### src/rtl/data_distributor_if.sv
// Handshake bundle between one producer and the per-port consumers of a data_distributor.
interface data_distributor_if #(
  parameter int PORT_NUM   = 5,
  parameter int DATA_WIDTH = 5
);
  logic [PORT_NUM-1:0]   data_in_sel;
  logic [DATA_WIDTH-1:0] data_in;
  logic                  data_in_valid;
  logic                  data_in_ready;
  logic [DATA_WIDTH-1:0] data_out [0:PORT_NUM-1];
  logic [PORT_NUM-1:0]   data_out_valid;
  logic [PORT_NUM-1:0]   data_out_ready;

  modport master (
    output data_in_sel, data_in, data_in_valid, data_out_ready,
    input  data_in_ready, data_out, data_out_valid
  );

  modport slave (
    input  data_in_sel, data_in, data_in_valid, data_out_ready,
    output data_in_ready, data_out, data_out_valid
  );
endinterface

### src/rtl/data_distributor.sv
// Routes each input item to one or more single-entry output ports (atomic broadcast),
// counting discarded items that name no port.
module data_distributor #(
  parameter int PORT_NUM   = 5,
  parameter int DATA_WIDTH = 5
) (
  input  logic                 clk,
  input  logic                 rst,
  input  logic                 flush,
  data_distributor_if.slave    bus,
  output logic [7:0]           drop_count
);

  logic [PORT_NUM-1:0] can_accept;
  logic [PORT_NUM-1:0] load;
  logic                in_fire;
  logic                is_drop;

  // A port can take a new item if it is empty or is being drained this cycle;
  // the item goes only when every selected port can take it, so broadcast is all-or-nothing.
  assign can_accept        = ~bus.data_out_valid | bus.data_out_ready;
  assign bus.data_in_ready = rst & ~flush & ((bus.data_in_sel & ~can_accept) == '0);
  assign in_fire           = bus.data_in_valid & bus.data_in_ready;
  assign load              = in_fire ? bus.data_in_sel : '0;
  assign is_drop           = in_fire & (bus.data_in_sel == '0);

  always_ff @(posedge clk) begin
    if (!rst) begin
      for (int i = 0; i < PORT_NUM; i++) begin
        bus.data_out[i] <= '0;
      end
      bus.data_out_valid <= '0;
      drop_count         <= '0;
    end else begin
      // A reload beats a drain on the same port; flush never coincides with a load.
      for (int i = 0; i < PORT_NUM; i++) begin
        if (load[i]) begin
          bus.data_out[i]       <= bus.data_in;
          bus.data_out_valid[i] <= 1'b1;
        end else if (flush || bus.data_out_ready[i]) begin
          bus.data_out_valid[i] <= 1'b0;
        end
      end
      if (is_drop && drop_count != 8'hFF) begin
        drop_count <= drop_count + 8'd1;
      end
    end
  end

endmodule

### src/flat_wrapper.sv
// flat-port wrapper written by rule: the top's interface ports become plain ports
module data_distributor_flat 
#(
  parameter int PORT_NUM   = 5,
  parameter int DATA_WIDTH = 5
)
  (clk, rst, flush, drop_count, bus_data_in_sel, bus_data_in, bus_data_in_valid, bus_data_out_ready, bus_data_in_ready, bus_data_out, bus_data_out_valid);
  data_distributor_if #(.PORT_NUM(PORT_NUM), .DATA_WIDTH(DATA_WIDTH)) bus_i ();
  input  logic clk;
  input  logic rst;
  input  logic flush;
  output logic [7:0] drop_count;
  input wire logic [$bits(bus_i.data_in_sel)-1:0] bus_data_in_sel;
  input wire logic [$bits(bus_i.data_in)-1:0] bus_data_in;
  input wire logic [$bits(bus_i.data_in_valid)-1:0] bus_data_in_valid;
  input wire logic [$bits(bus_i.data_out_ready)-1:0] bus_data_out_ready;
  output wire logic [$bits(bus_i.data_in_ready)-1:0] bus_data_in_ready;
  output wire logic [$bits(bus_i.data_out)-1:0] bus_data_out;
  output wire logic [$bits(bus_i.data_out_valid)-1:0] bus_data_out_valid;
  assign bus_i.data_in_sel = bus_data_in_sel;
  assign bus_i.data_in = bus_data_in;
  assign bus_i.data_in_valid = bus_data_in_valid;
  assign bus_i.data_out_ready = bus_data_out_ready;
  assign bus_data_in_ready = bus_i.data_in_ready;
  assign bus_data_out = {>>{bus_i.data_out}};
  assign bus_data_out_valid = bus_i.data_out_valid;
  data_distributor #(.PORT_NUM(PORT_NUM), .DATA_WIDTH(DATA_WIDTH)) u_core (.clk(clk), .rst(rst), .flush(flush), .bus(bus_i), .drop_count(drop_count));
endmodule
### config.mk
export PLATFORM = sky130hd
export DESIGN_NAME = data_distributor_flat
export DESIGN_NICKNAME = d
export VERILOG_FILES = /design/src/rtl/data_distributor_if.sv /design/src/rtl/data_distributor.sv /design/src/flat_wrapper.sv
export SDC_FILE = /design/constraint.sdc
export NUM_CORES = 1
export LEC_CHECK = 0
export CAP_MARGIN = 20
export CORE_MARGIN = 5
export CORE_UTILIZATION = 47
export CTS_CLUSTER_SIZE = 16
export DETAILED_ROUTE_END_ITERATION = 6
export PLACE_DENSITY = 0.83
export RECOVER_POWER = 25
export SLEW_MARGIN = 0
export SYNTH_ARGS = -nofsm -noshare
export SYNTH_HDL_FRONTEND = slang
export SYNTH_SLANG_ARGS = --single-unit
### constraint.sdc
create_clock -name clk -period 3.5 [get_ports clk]
set_clock_uncertainty 0.15 [all_clocks]
set_input_delay 0.525 -clock clk [delete_from_list [all_inputs] [get_ports clk]]
set_output_delay 0.525 -clock clk [all_outputs]
set_load 0.005 [all_outputs]
[Yosys cells after proc, flatten, opt, wreduce, memory -nomap -nowiden]
Cells that the tools add are included.
Widths: inputs -> output; s select.
Word-level totals
  register bits: 38
  latch bits: 0
  RAM bits: 0
  bits in read-only memories: 0
  bits of input ports: 19
  output and inout bits: 39
  word-level logic and storage cells: 46
  memories kept: 0
Cells by class
  add/subtract/negate cells: 1
  multiply operators: 0
  div/mod/pow operators: 0
  $lt $le $gt $ge: 0
  equal/unequal tests: 1
  shift-type cells: 0
  mux-type cells: 11
  bitwise operators: 9
  reductions and logical operators: 13
Operators by type and width (count)
  $logic_not 5->1: 2
  $mux 1: 10
  $not 5->5: 2
  $reduce_bool 2->1: 5
  $add 8x1->8 const B: 1
  $ne 8x8->1 const B: 1
  $and 5x5->5: 1
  $logic_or 1x1->1: 5
  $mux 5: 1
  $or 5x5->5: 1
  $and 1x1->1: 4
  $logic_and 1x1->1: 1
  $not 1->1: 1

[Longest topological paths before layout]
  depth after elaboration: 9
  gate-level depth with buffers: 5

[Worst setup path after synthesis]
No wires, ideal clock.
  path type: in2out
  start point: in bus_data_out_ready[3]
  end point: out bus_data_in_ready
  arrival time: 1.204 ns
  data required time: 2.825 ns
  setup slack: 1.621 ns
  stages on the path: 3
  path buffers: 0
  cells stage by stage: nand3b_1 > o2111ai_2 > nor3b_1
On the way
  word-level cells in the longest chain between the ends: 5
RTL lines
  from (decl): RTL line flat_wrapper.sv:16  | input wire logic [$bits(bus_i.data_out_ready)-1:0] bus_data_out_ready;
  $or 5x5->5: RTL line data_distributor.sv:21  | assign can_accept = ~bus.data_out_valid | bus.data_out_ready;
  $not 5->5: RTL line data_distributor.sv:22  | assign bus.data_in_ready = rst & ~flush & ((bus.data_in_sel & ~can_accept) == '0);
  $and 5x5->5: RTL line data_distributor.sv:22
  $logic_not 5->1: RTL line data_distributor.sv:22
  $and 1x1->1: RTL line data_distributor.sv:22
  to (decl): RTL line flat_wrapper.sv:17  | output wire logic [$bits(bus_i.data_in_ready)-1:0] bus_data_in_ready;
Every way passes these cells.

[Worst setup path after layout]
Same ends and word-level chain as after synthesis.

==> run_results.csv <==
group,metric,value,unit
run_status,outcome,"finished, final reports clean",
clock_network,cts_max_level,2,
timing,max_freq,353,MHz
clock_network,clock_latency,0.36,ns
timing,finalMaxSlewViolations,0,
global_route,met2_usage,0.281,
cells_and_area,mostFrequentLayoutCells,"clkdlybuf4s50_1 (38), dfxtp_1 (38), nand2_1 (35)",
floorplanning,core-area,3360,um^2
clock_network,root_buffer,"clkbuf_4",
logic_synthesis,yosys.area.top_type,"dfxtp_1",
cells_and_area,area_growth,41.9,%
timing,rsz0062_at_grt,"false",
place,dpl.hpwl,2860,um
clock_network,ctsResizeCount,0,
drt,dr.pass1.iters,4,
cells_and_area,drive_above_1_share,0.0826,
global_route,grt_use_met3,0.0729,
logic_synthesis,ys_seq_area_frac,0.466,
timing,post-route-min-period,2.84,ns
worst_setup_path,crit_arrival,2.16,ns
logic_synthesis,syn_avg_cell_area,9.73,um^2
floorplanning,std_cell_rows,21,
hold_path,holdCritPathClass,"flip-flop to flip-flop",
global_route,grt_pass1_vias,1370,
worst_setup_path,endpoint_kind,"output pin",
logic_synthesis,synthDistinctLibCells,33,
place,gp_congestion,0.833,
worst_setup_path,worstPathMaxFanout,10,
global_route,grt_pass1_wl,6290,um
global_route,gr-usage-met1,0.219,
clock_network,hold_buffers,0,
floorplanning,initial_utilization,0.486,
floorplanning,die_h,69.0,um
clock_network,post_cts_buffers,0,
timing,slew-limit-headroom,0.745,
drt,first_iter_violations,107,
worst_setup_path,worstSetupPathType,"primary input to output pin",
clock_network,clock_path_buffers,2,
global_route,overflow,0,
place,io_buffers,57,
timing,final_hold_viol_count,0,
global_route,grt_max_degree,38,
logic_synthesis,synth_area,1630,um^2
pwr,static-leakage-power,0.879,nW
logic_synthesis,yosysWarnings,0,
floorplanning,dieWidth,69.0,um
drt,drtAntennaViolNets,0,
global_route,groute.usage.overall,0.181,
floorplanning,io_pins,58,
drt,post_drt_wl_per_cell,14.2,um
timing,setup_viol,0,
logic_synthesis,netlist_instances,168,
pwr,power.density,354,nW/um^2
pwr,peakVddDrop,0.000260,V
timing,worstMarginPinSlew,0.382,ns
job,maxCapViolCount,0,
clock_network,clk_pin_slew,0.11,ns
cells_and_area,post-route-util,0.689,
cells_and_area,nets,249,
global_route,antenna_found_initial,0,
logic_synthesis,synth_fp_nets,188,
drt,drc_errors,0,
cells_and_area,num_antenna_cells,0,
worst_setup_path,required,2.82,ns
logic_synthesis,ys_seq_elements,38,
clock_network,tritoncts,"yes",
floorplanning,die-area,4760,um^2
clock_network,cts_buffers,5,
drt,drt_wl_total,3910,um
drt,vias,1421,
timing,fin_setup_tns,0,ns
worst_setup_path,start_kind,"primary input",
logic_synthesis,ys_top_cells_by_area,"dfxtp_1 (47%), mux2i_1 (18%), nand2_1 (8.0%)",
clock_network,clkSinkCount,38,
cells_and_area,fillers,289,
logic_synthesis,yosysTopAreaCellShare,0.466,
timing,finalCritPeriodShare,0.810,
global_route,grt.busiest_layer,"met2",
drt,vias_per_cell,5.15,
cells in the mapped netlist:
cell and instances:
buf_6 1, o31ai_1 1, nand3b_1 4, nor2_1 2
nor3_1 1, and3b_1 1, nor4_1 1, or4_1 1
a21oi_1 3, dfxtp_1 38, nand4_4 1, o2111ai_2 1
dlymetal6s4s_1 1, ha_1 1, nand2_1 35, o21bai_1 1
clkbuf_1 2, nand3_1 7, nor4b_1 1, inv_1 5
nand2b_1 7, o22ai_1 4, a311oi_1 2, and2_2 1
and3_1 4, nor2b_1 1, mux2i_1 29, a41oi_1 2
buf_2 1, and4_1 2, and4_2 1, nor3b_1 1
nor2_2 5
cell families (layout without fill, tap and decap cells):
| group | after synthesis | count (layout) | share of synthesized area |
|---|---|---|---|
| multiplexers | 29 | 29 | 0.178 |
| buffers and inverters | 10 | 72 | 0.0337 |
| adder cells (fa/ha/maj) | 1 | 1 | 0.00766 |
| flip-flops | 38 | 38 | 0.466 |
| AO/OA/AOI/OAI | 14 | 14 | 0.0643 |
| AND/OR/NAND/NOR | 76 | 76 | 0.251 |
sequential cells by signal (all words and copies together), names as in the netlist:
signal,flops
u_core.bus.data_out_valid,5
u_core.bus.data_out,25
u_core.drop_count,8
metal layers:
layer | vias up | routed length [um]
li1 | 713 | -
met4 | 0 | 78
met3 | 7 | 382
met2 | 47 | 1790
met1 | 654 | 1670
met5 | - | 0
through the flow:
stage | std cells | area, um^2 | hold slack (ns) | setup WS, ns | total power (W)
global route | 276 | 2320 | 0.339 | 0.538 | 0.000853
detailed placement | 268 | 2240 | 0.297 | 0.652 | 0.000536
floorplan | 168 | 1630 | 0.301 | 1.62 | 0.000490
global placement | 268 | 2240 | 0.291 | 0.697 | 0.000536
CTS | 276 | 2320 | 0.315 | 0.644 | 0.000833
finish | 276 | 2320 | 0.311 | 0.664 | 0.000822
cell type report:
type	count	area, um^2	share of cell area
Clock inverter	3	40.0	0.0173
Multi-Input combinational cell	120	818	0.353
Clock buffer	5	37.5	0.0162
Timing Repair Buffer	59	586	0.253
Tap cell	46	57.6	0.0248
Inverter	5	18.8	0.00809
Sequential cell	38	761	0.328
final timing paths:
check	cells past startpoint	end	startpoint	slack, ns
setup / recovery	6	bus_data_in_ready	bus_data_out_ready[3]	0.66
hold reg to reg	2	u_core.bus.data_out[3]$_SDFFE_PN0P_	u_core.bus.data_out[3]$_SDFFE_PN0P_	0.31
hold / removal	2	u_core.bus.data_out[3]$_SDFFE_PN0P_	u_core.bus.data_out[3]$_SDFFE_PN0P_	0.31
setup reg to reg	4	u_core.drop_count[3]$_SDFFE_PN0P_	u_core.drop_count[0]$_SDFFE_PN0P_	1.80
worst max-delay path, cell delays in order:
cell and delay (ns):
clkdlybuf4s50_1 0.47, nand3b_1 0.13, o2111ai_2 0.12, buf_4 0.19
nor3b_1 0.19, clkdlybuf4s50_1 0.53
where the power goes:
part / switching (W) / internal [W] / total [W]
clock network: 0.000149 / 0.000148 / 0.000297
logic: 0.0000357 / 0.0000436 / 0.0000793
registers: 0.00000447 / 0.000441 / 0.000445
Note: power is estimated with default switching activity, not from simulation.
